`config.mk`:
```
export PLATFORM = sky130hd
export DESIGN_NAME = next_pc_unit
export DESIGN_NICKNAME = d
export VERILOG_FILES = /design/src/rtl/npc_pkg.sv /design/src/rtl/return_addr_stack.sv /design/src/rtl/next_pc_unit.sv
export SDC_FILE = /design/constraint.sdc
export NUM_CORES = 1
export LEC_CHECK = 0
export BUFFER_PORTS_ARGS = -buffer_cell sky130_fd_sc_hd__buf_2
export CAP_MARGIN = 20
export CORE_UTILIZATION = 45
export CTS_BUF_LIST = sky130_fd_sc_hd__clkbuf_4 sky130_fd_sc_hd__clkbuf_8
export CTS_CLUSTER_SIZE = 30
export DETAILED_ROUTE_END_ITERATION = 16
export GPL_TIMING_DRIVEN = 0
export MAX_ROUTING_LAYER = met4
export SYNTH_ARGS = -nofsm -noshare
export SYNTH_HDL_FRONTEND = slang
export SYNTH_SLANG_ARGS = --single-unit
export TNS_END_PERCENT = 10
```
`constraint.sdc`:
```
create_clock -name clock -period 6.18 [get_ports clock]
set_input_delay 1.236 -clock clock [delete_from_list [all_inputs] [get_ports clock]]
set_output_delay 1.236 -clock clock [all_outputs]
set_load 0.05 [all_outputs]
```
`src/rtl/npc_pkg.sv`:
```
// Shared definitions for the next-PC unit: default sizes and the next-PC source select encoding.
package npc_pkg;

    localparam int NPC_ADDR_W    = 8;
    localparam int NPC_RAS_DEPTH = 4;

    typedef enum logic [2:0] {
        NPC_SEL_SEQ  = 3'd0,
        NPC_SEL_BR   = 3'd1,
        NPC_SEL_JMP  = 3'd2,
        NPC_SEL_CALL = 3'd3,
        NPC_SEL_RET  = 3'd4
    } npc_sel_e;

endpackage

```
`src/rtl/return_addr_stack.sv`:
```
// Circular return-address stack. When it is full, a push overwrites the oldest entry.
// Overflow and underflow both set a sticky error flag that only reset clears.
module return_addr_stack #(
    parameter int DEPTH = 4,
    parameter int W     = 8
) (
    input  logic         clock,
    input  logic         reset,
    input  logic         i_push,
    input  logic         i_pop,
    input  logic [W-1:0] i_data,
    output logic [W-1:0] o_top,
    output logic         o_empty,
    output logic         o_full,
    output logic         o_err
);

    localparam int PTR_W = $clog2(DEPTH);
    localparam int CNT_W = PTR_W + 1;

    logic [W-1:0]     r_mem [DEPTH];
    logic [PTR_W-1:0] r_ptr;
    logic [CNT_W-1:0] r_cnt;
    logic             r_err;
    logic [PTR_W-1:0] w_top_idx;

    // r_ptr points at the next free slot, so the top entry sits one below it.
    assign w_top_idx = r_ptr - PTR_W'(1);
    assign o_top     = r_mem[w_top_idx];
    assign o_empty   = (r_cnt == '0);
    assign o_full    = (r_cnt == CNT_W'(DEPTH));
    assign o_err     = r_err;

    always_ff @(posedge clock or posedge reset) begin
        if (reset) begin
            r_ptr <= '0;
            r_cnt <= '0;
            r_err <= 1'b0;
            for (int i = 0; i < DEPTH; i++) begin
                r_mem[i] <= '0;
            end
        end else if (i_pop) begin
            if (o_empty) begin
                r_err <= 1'b1;
            end else begin
                r_ptr <= w_top_idx;
                r_cnt <= r_cnt - CNT_W'(1);
            end
        end else if (i_push) begin
            r_mem[r_ptr] <= i_data;
            r_ptr        <= r_ptr + PTR_W'(1);
            if (o_full) begin
                r_err <= 1'b1;
            end else begin
                r_cnt <= r_cnt + CNT_W'(1);
            end
        end
    end

endmodule

```
`src/rtl/next_pc_unit.sv`:
```
// Next-PC generator with a hardware return-address stack, feeding the PC register input.
// Optional macro NPC_STALL_EN adds a stall input that holds the PC and freezes the stack.
module next_pc_unit
    import npc_pkg::*;
#(
    parameter int ADDR_W    = NPC_ADDR_W,
    parameter int RAS_DEPTH = NPC_RAS_DEPTH
) (
    input  logic              clock,
    input  logic              reset,
`ifdef NPC_STALL_EN
    input  logic              stall,
`endif
    input  logic [ADDR_W-1:0] valorPC,
    input  logic              branch,
    input  logic              zero,
    input  logic              jump,
    input  logic              call,
    input  logic              ret,
    input  logic [ADDR_W-1:0] imm,
    output logic [ADDR_W-1:0] nextPC,
    output logic              ras_empty,
    output logic              ras_full,
    output logic              ras_err
);

    logic              w_stall;
    logic              w_push;
    logic              w_pop;
    logic [ADDR_W-1:0] w_seq;
    logic [ADDR_W-1:0] w_br;
    logic [ADDR_W-1:0] w_top;
    npc_sel_e          w_sel;

`ifdef NPC_STALL_EN
    assign w_stall = stall;
`else
    assign w_stall = 1'b0;
`endif

    // Same-width add of imm is the sign-extended offset taken modulo 2^ADDR_W.
    assign w_seq  = valorPC + ADDR_W'(1);
    assign w_br   = w_seq + imm;
    assign w_pop  = ret & ~w_stall;
    assign w_push = call & ~ret & ~w_stall;

    always_comb begin
        w_sel = NPC_SEL_SEQ;
        if (ret) begin
            if (!ras_empty) begin
                w_sel = NPC_SEL_RET;
            end
        end else if (call) begin
            w_sel = NPC_SEL_CALL;
        end else if (jump) begin
            w_sel = NPC_SEL_JMP;
        end else if (branch && zero) begin
            w_sel = NPC_SEL_BR;
        end
    end

    always_comb begin
        nextPC = w_seq;
        if (reset) begin
            nextPC = '0;
        end else if (w_stall) begin
            nextPC = valorPC;
        end else begin
            case (w_sel)
                NPC_SEL_BR:   nextPC = w_br;
                NPC_SEL_JMP:  nextPC = imm;
                NPC_SEL_CALL: nextPC = imm;
                NPC_SEL_RET:  nextPC = w_top;
                default:      nextPC = w_seq;
            endcase
        end
    end

    return_addr_stack #(
        .DEPTH (RAS_DEPTH),
        .W     (ADDR_W)
    ) u_ras (
        .clock   (clock),
        .reset   (reset),
        .i_push  (w_push),
        .i_pop   (w_pop),
        .i_data  (w_seq),
        .o_top   (w_top),
        .o_empty (ras_empty),
        .o_full  (ras_full),
        .o_err   (ras_err)
    );

endmodule

```
==> After elaboration in Yosys (flattened, before gate mapping) <==
Index checks and enable logic that the tools add are counted.
{ "classes": {"n_mux": 24, "eq_ne": 8, "n_reduce_logical": 10, "magnitude_cmp": 3, "n_bitwise": 4, "n_addsub": 6} }
{ "op_table": {"columns": ["operator", "count"], "rows": [
  ["bitwise mux 32 bit", 1],
  ["two-way mux 8 bit", 4],
  ["case mux 8 bit (3 select lines)", 1],
  ["two-way mux 3 bit", 7],
  ["binary-select mux 8 bit (select 2 bit)", 1],
  ["demux 8 bit (select 2 bit)", 1],
  ["adder 8 x 1 -> 8 bit (second input constant)", 1],
  ["adder 8 bit", 1],
  ["two-way mux 2 bit", 4],
  ["equality test 3 x 2 -> 1 bit (second input constant)", 2],
  ["equality test 3 bit (second input constant)", 2],
  ["greater-or-equal comparator 3 bit (second input constant)", 2],
  ["inverter 2 -> 3 bit", 2],
  ["AND reduction 3 bit", 2],
  ["two-way mux 1 bit", 5],
  ["inequality test 2 bit (second input constant)", 2],
  ["AND reduction 2 bit", 2],
  ["nonzero test 2 bit", 2],
  ["adder 3 x 1 -> 3 bit (second input constant)", 1],
  ["equality test 3 x 1 -> 1 bit (second input constant)", 1],
  ["zero test 3 bit", 1],
  ["< comparator 3 x 1 -> 1 bit (second input constant)", 1],
  ["subtractor 3 x 1 -> 3 bit (second input constant)", 1],
  ["adder 2 x 1 -> 2 bit (second input constant)", 1],
  ["other kinds (6)", 7]
]} }
{ "totals": {"out_inout_bits": 11, "word_cells": 62, "in_bits": 23, "regBits": 38} }

==> Logic depth before layout (Yosys ltp) <==
Gate-level depths: netlist of run 1.
{ "logic_depth": {"ltp_word": 9, "mapped_depth": 12, "depth_no_buf": 12} }

==> Cells and area by module <==
Synthesis of run 1 repeated with hierarchy kept, for this count alone.
{ "hier_totals": {"cells_unflattened": 221, "hier_area_um2": 2688.8} }
{ "modules_own_cells": {"columns": ["module", "instances", "seq_area_each_um2", "area_per_inst_um2", "cells_each"], "rows": [
  ["return_addr_stack", 1, 950.9, 1990.7, 123],
  ["next_pc_unit", 1, 0.0, 698.2, 98]
]} }

==> Worst setup path before layout of run 1 <==
Ideal clock, no wire load.
{ "synth_timing": {"path_type": "input to output", "from": "input port valorPC[0]", "to": "output port nextPC[7]", "stages": 11, "required_time_ps": 4944, "path_buffers": 0, "t_arrival_ps": 4093, "slack_ps": 851, "cell_sequence": "ha_1 > nand3_1 > xor2_1 > inv_1 > ha_1 > a21o_1 > nand3_1 > and3b_1 > xor2_1 > nand2_1 > a221oi_1"} }
{ "synth_between": {"elab_chain_len": 4} }
{ "synth_lines": {"columns": ["element", "line_no", "rtl"], "rows": [
  ["from (decl)", "next_pc_unit.sv:14", "input logic [ADDR_W-1:0] valorPC,"],
  ["adder 8 x 1 -> 8 bit", "next_pc_unit.sv:42", "assign w_seq = valorPC + ADDR_W'(1);"],
  ["named net u_ras.i_data[4]", "return_addr_stack.sv:11", "input logic [W-1:0] i_data,"],
  ["adder 8 bit", "next_pc_unit.sv:43", "assign w_br = w_seq + imm;"],
  ["case mux 8 bit (3 select lines)", "next_pc_unit.sv:69", "case (w_sel)"],
  ["two-way mux 8 bit", "next_pc_unit.sv:64", "if (reset) begin"],
  ["to (decl)", "next_pc_unit.sv:21", "output logic [ADDR_W-1:0] nextPC,"]
]} }
The timed path passes the listed nets, and every way through them passes these cells.

==> Worst setup path in the final report of run 1 <==
{ "layout_timing": {"from": "input port valorPC[0]", "to": "output port nextPC[5]"} }
Same word-level chain as after synthesis.

==> metrics.md, run 1 <==
| Metric | Value |
|---|---|
| Outcome | completed |
| Reg clk slew, reported paths | approximately 0.07 ns |
| Die Ht | ~76 um |
| Post-synth EDFFs | 0 |
| Synth Register Bits | 38 |
| GRT Overall Usage | 0.2206 |
| Antenna Nets Post-Route | 0 |
| Setup TNS | 0 ns |
| Grt ovf | 0 |
| Vias per Instance | roughly 5.5 |
| CP endpoint kind | primary output |
| Syn avg cell area | just under 10 um2 |
| Worst Path Arrival | between 3 and 4 ns |
| Drt pass-1 iters | 4 |
| Commonest cells in the netlist | nand2_1 (53), dfrtp_1 (38), o21ai_0 (37), inv_1 (16) |
| Number of max-cap violations | 0 |
| Port-buffer cells | 32 |
| Sequential fraction of the synthesis area | 0.3883 |
| Main area contributors after synthesis | dfrtp_1 (39%), nand2_1 (8.1%), o21ai_0 (7.6%), mux4_1 (7.5%), ha_1 (6.1%) |
| Die W | roughly 76 um |
| Leakage power | ~1.3 nW |
| HPWL after DPL | ~4300 um |
| Top cell type's share of synthesized area | 0.3883 |
| Hold-fix buffers, CTS | 0 |
| Asr flop ratio synth | 1.000 |
| WL final | between 5000 and 6000 um |
| Maximum fanout along the worst path | 8 |
| Fin util | 0.5433 |
| DRC | 0 |
| Hold Path Class | flip-flop to flip-flop |
| Crit. Startpoint | valorPC[0] |
| R2R Setup Slk | around 4.4 ns |
| RSZ-0062 raised after global routing | no |
| Least-Margin Pin Slew | between 0.8 and 0.9 ns |
| Cell count after synthesis | between 200 and 300 |
| Post-cts gate resize count | 0 |
| Clock latency on the worst-skew pair | roughly 0.30 ns |
| Min cycle time layout | roughly 5.2 ns |
| Max-slew headroom | 0.4430 |
| Worst r2r path cells | 6 |
| Worst r2r src | u_ras.r_ptr[0] |
| Kind of critical path | input port to primary output |
| Peak supply drop | 0.2420 mV |
| Global-route wire length before repair | between 8000 and 9000 um |
| Layout cells sized above 1 | 0.1831 |
| Top FF cell, synth | dfrtp_1 |
| Yosys top cell by area | dfrtp_1 |
| Root Buffer | clkbuf_8 |
| Max Clk Rate | 0.1932 GHz |
| Initial antenna violation count | 0 |
| Skew final | ~0.011 ns |
| Yosys warning count | 0 |
| Netlist cell types | 41 |
| Mapped Area | approximately 2400 um2 |
| CP Data Required Time | roughly 4.9 ns |
| Core ar. | 5172 um2 |
| Fin. Hold Viols | 0 |
| Largest net degree at the start of global routing | 39 |
| Met1 usage | 0.3106 |
| Final period util | 0.8374 |
| Top-count cell post-synth | nand2_1 |
| GR peak layer | met2 |
| Via count | 2023 |
| H-Tree Level Count | 2 |
| Full die area | approximately 5700 um2 |
| PwrDens | 450.8 nW/um2 |
| IO Count | 34 |
| Drt wl/cell | ~16 um |
| Reg2reg end | u_ras.r_mem[30] |
| Syn_nets | just under 300 |
| Nets@finish | 331 |
| Final setup fails | 0 |
| Post-CTS setup buffer count | 0 |
| Num rows | 26 |
| Crit path to | nextPC[5] |
| 1st-iter DRT viols | 85 |
| Starting Density | 0.4734 |
| Design Power | 1.267 mW |
| CTS tree | yes |
| Total clock sinks | 38 |
| Number of buffers created by CTS | 5 |
| Met3 usage | 0.03307 |
| Number of global-route vias before repair | 1794 |
| Area Overhead vs Synth | 14.77% |
| CP startpoint kind | input port |
| Max clock buf depth | 2 |
| Max-slew violations | 0 |
| # diodes | 0 |
| Met2 Use GR | 0.3324 |
| Routability Congestion | a little over 0.8 |
-- placed cells by master (no fill, tap or decap), types with 3 or more instances in the layout --
cell type  count
nand2_1       53
nor2_1         9
a31oi_1        3
o21ai_0       37
dfrtp_1       38
nand3_1        5
a222oi_1       3
nor3_1         3
a21oi_1       12
a221oi_1       8
ha_1          12
inv_1         15
buf_6          4
mux4_1         7
clkbuf_8       6
buf_2         34
xnor2_1        8
xor2_1         4
clkbuf_1       4
-- cell type report --
| class | count | area (um2) |
|---|---|---|
| fillers | 479 | 2362 |
| repair buffers | 32 | 160.2 |
| flip-flops and latches | 38 | 950.9 |
| plain buffers | 11 | 83.83 |
| multi-input cells | 190 | 1354 |
| well taps | 70 | 87.58 |
| inverters | 16 | 60.06 |
| clock inverters | 3 | 45.04 |
| clock buffers | 5 | 68.82 |
-- worst min-delay path by stage --
stage | startpoint | end | cells after the start
2_1_floorplan | u_ras.r_mem[16] | u_ras.r_mem[16] | 2
3_3_place_gp | u_ras.r_mem[11] | u_ras.r_mem[11] | 2
3_5_place_dp | u_ras.r_mem[16] | u_ras.r_mem[16] | 2
4_1_cts | u_ras.r_mem[16] | u_ras.r_mem[16] | 2
5_1_grt | u_ras.r_mem[6] | u_ras.r_mem[6] | 2
6_report | u_ras.r_mem[0] | u_ras.r_mem[0] | 2
-- registers in the layout, indices dropped and copies added, names as in the netlist --
register / flops
u_ras.o_err: 1
u_ras.r_cnt: 3
u_ras.r_mem: 32
u_ras.r_ptr: 2
-- through the flow --
step | hold slack (ns) | cell area, um2 | worst slack (ns) | std cells
global placement | 0.4538 | 2696 | 0.9778 | 357
CTS | 0.4834 | 2810 | 1.003 | 365
finish | 0.4782 | 2810 | 1.005 | 365
global route | 0.5038 | 2810 | 0.7508 | 365
detailed placement | 0.4631 | 2696 | 1.008 | 357
floorplan | 0.4416 | 2449 | 0.8512 | 255
-- per-layer routing --
metal,part of all wire,vias up
met1,0.50,968
met5,0,-
met3,0.043,6
met4,0.011,0
met2,0.44,55
li1,-,994
-- power breakdown --
part	leakage (nW)	internal, mW	switching, mW
Combinational	0.812	0.270	0.350
Sequential	0.467	0.368	0.0650
Clock	0.0504	0.120	0.0950
Total	1.33	0.757	0.510
-- worst max-delay path, stage by stage --
cell and delay, ns:
buf_2 0.15, ha_1 0.25, xnor2_1 0.42, inv_1 0.12
ha_1 0.35, a21oi_1 0.20, nand2_1 0.11, a31oi_1 0.23
xnor2_1 0.14, nand2_1 0.06, a221oi_1 0.33, buf_2 0.32
-- kinds of logic after synthesis --
kind of cell             after synthesis  share of synthesized area
AO/OA/AOI/OAI                         75                     0.1901
XOR/XNOR                              13                    0.05212
adder cells (fa/ha/maj)               14                    0.07767
buffers and inverters                 27                    0.05876
flip-flops                            38                     0.3883
multiplexers                           9                    0.08891
AND/OR/NAND/NOR                       79                     0.1441
(Power assumes the default switching activity.)
==> run 2: changes to the inputs <==
--- a/config.mk
+++ b/config.mk
@@ -13,6 +13,7 @@
 export DETAILED_ROUTE_END_ITERATION = 16
 export GPL_TIMING_DRIVEN = 0
 export MAX_ROUTING_LAYER = met4
+export PLACE_DENSITY = 0.67
 export SYNTH_ARGS = -nofsm -noshare
 export SYNTH_HDL_FRONTEND = slang
 export SYNTH_SLANG_ARGS = --single-unit
==> constraint.sdc (replaced) <==
create_clock -name clock -period 4.24 [get_ports clock]
set_input_delay 0.848 -clock clock [delete_from_list [all_inputs] [get_ports clock]]
set_output_delay 0.848 -clock clock [all_outputs]
set_load 0.05 [all_outputs]
==> metrics.md, run 2 (synthesized netlist as in run 1, its figures left out) <==
| Metric | Value |
|---|---|
| Num rows | 26 |
| Die W | approximately 76 um |
| Flip-flop count of the largest register after layout | 32 |
| Largest net degree at the start of global routing | 39 |
| Outcome | completed |
| Reg clk slew, reported paths | about 0.060 ns |
| GRT Overall Usage | 0.2155 |
| DRC | 0 |
| Area Overhead vs Synth | 17.99% |
| Core ar. | about 5200 um2 |
| Die Ht | 75.77 um |
| Initial antenna violation count | 0 |
| Number of max-cap violations | 0 |
| Max-slew headroom | 0.4514 |
| Layout cells sized above 1 | 0.2136 |
| Worst hold path cell count | 2 |
| Max clock buf depth | 2 |
| R2R Setup Slk | between 2 and 2.5 ns |
| Worst r2r path cells | 6 |
| # diodes | 0 |
| CP endpoint kind | primary output |
| 1st-iter DRT viols | 89 |
| Peak supply drop | around 0.24 mV |
| Leakage power | ~1.4 nW |
| Number of global-route vias before repair | 1870 |
| HPWL after DPL | roughly 4200 um |
| Final setup fails | 0 |
| Final non-filler cell total | approximately 370 |
| Final period util | 0.9618 |
| Min cycle time layout | 4.078 ns |
| IO Count | 34 |
| Routability Congestion | between 0.8 and 0.9 |
| Kind of critical path | input port to primary output |
| Port-buffer cells | 32 |
| Hold-fix buffers, CTS | 0 |
| HP Start | u_ras.r_mem[23] |
| Via count | approximately 2000 |
| Total clock sinks | 38 |
| Commonest non-fill, non-tap cells in the layout | nand2_1 (53), dfrtp_1 (38), o21ai_0 (37), buf_2 (32), inv_1 (15) |
| Reg2reg end | u_ras.r_mem[8] |
| Starting Density | 0.4734 |
| H-Tree Level Count | 2 |
| Drt wl/cell | roughly 15 um |
| Grt ovf | 0 |
| Biggest regs | u_ras.r_mem (32), u_ras.r_cnt (3), u_ras.r_ptr (2) |
| Fill cells | around 470 |
| WL final | roughly 5600 um |
| Hold Path Class | flip-flop to flip-flop |
| Global-route wire length before repair | about 9000 um |
| PwrDens | about 620 nW/um2 |
| Clock latency on the worst-skew pair | 0.29 ns |
| Dpl cells | around 360 |
| CTS tree | yes |
| Full die area | 5740 um2 |
| Design Power | 1.781 mW |
| Maximum fanout along the worst path | 8 |
| Max-slew violations | 0 |
| Most flops, register | u_ras.r_mem |
| Fin. Hold Viols | 0 |
| Number of buffers created by CTS | 5 |
| Worst Path Arrival | 3.23 ns |
| Antenna Nets Post-Route | 0 |
| Vias per Instance | ~5.6 |
| Worst r2r src | u_ras.r_ptr[0] |
| Skew final | ~0.0080 ns |
| Root Buffer | clkbuf_8 |
| Max Clk Rate | around 0.25 GHz |
| Least-Margin Pin Slew | about 0.82 ns |
| CP Data Required Time | roughly 3.4 ns |
| Worst Hold Endpoint | u_ras.r_mem[23] |
| Nets@finish | roughly 330 |
| CP startpoint kind | input port |
| Drt pass-1 iters | 4 |
| Most common cell after layout, fill and taps aside | nand2_1 |
==> run 2: stage by stage <==
stage / worst slack (ns) / instance area (um2) / hold WS [ns] / setup TNS, ns / utilization
2_1_floorplan: -0.2457 / 2455 / 0.4416 / -0.4357 / -
6_report: 0.1620 / 2889 / 0.4759 / 0 / 0.5585
3_5_place_dp: -0.1525 / 2703 / 0.4631 / -0.2292 / 0.5225
5_1_grt: -0.01321 / 2889 / 0.5017 / -0.01321 / 0.5585
4_1_cts: 0.03339 / 2806 / 0.4783 / 0 / 0.5426
3_3_place_gp: -0.1306 / 2703 / 0.4562 / -0.2031 / 0.5225
==> run 2: how the worst max path moves through the flow <==
stage	startpoint	endpoint	slack (ns)	depth (start not counted)
CTS	valorPC[0]	nextPC[5]	0.03	12
finish	valorPC[0]	nextPC[7]	0.16	13
detailed placement	valorPC[0]	nextPC[5]	-0.15	12
floorplan	valorPC[0]	nextPC[5]	-0.25	10
global placement	valorPC[0]	nextPC[5]	-0.13	12
global route	valorPC[0]	nextPC[7]	-0.01	14
==> run 2: critical path: stages <==
cell and delay (ns):
buf_2 0.18, ha_4 0.20, nand3_1 0.19, xor2_4 0.24, inv_1 0.06, ha_1 0.33, a21o_1 0.21, nand3_1 0.07
and3b_1 0.16, xor2_1 0.16, nand2_1 0.08, a221oi_2 0.29, buf_6 0.20
==> run 2: where the power goes <==
group	total [mW]	internal [mW]	leakage [nW]	switching [mW]
clock	0.231	0.110	0.0438	0.121
sequential	0.631	0.536	0.467	0.0952
combinational	0.918	0.407	0.841	0.512
==> run 2: routing by layer <==
layer,global-route usage,share of wire,vias to the layer above
met5,-,0,-
met4,0.07613,0.016,0
met3,0.02910,0.034,9
met2,0.3422,0.47,50
met1,0.2834,0.48,1010
li1,-,-,992
==> run 2: final cells by class <==
| type | count | area, um2 | area share |
|---|---|---|---|
| clock buffer | 5 | 68.82 | 0.02382 |
| clock inverter | 2 | 10.01 | 0.003465 |
| sequential | 38 | 950.9 | 0.3291 |
| timing repair buffer | 33 | 176.4 | 0.06107 |
| tap | 70 | 87.58 | 0.03032 |
| inverter | 16 | 60.06 | 0.02079 |
| multi-input combinational | 190 | 1451 | 0.5024 |
| buffer | 11 | 83.83 | 0.02902 |
==> run 2: timing repair <==
| item | in CTS | in global routing |
|---|---|---|
| setup endpoints to repair | 2 | 2 |
| pin swaps | 0 | 1 |
| buffers inserted | 0 | 1 |
| gates resized for setup | 4 | 11 |
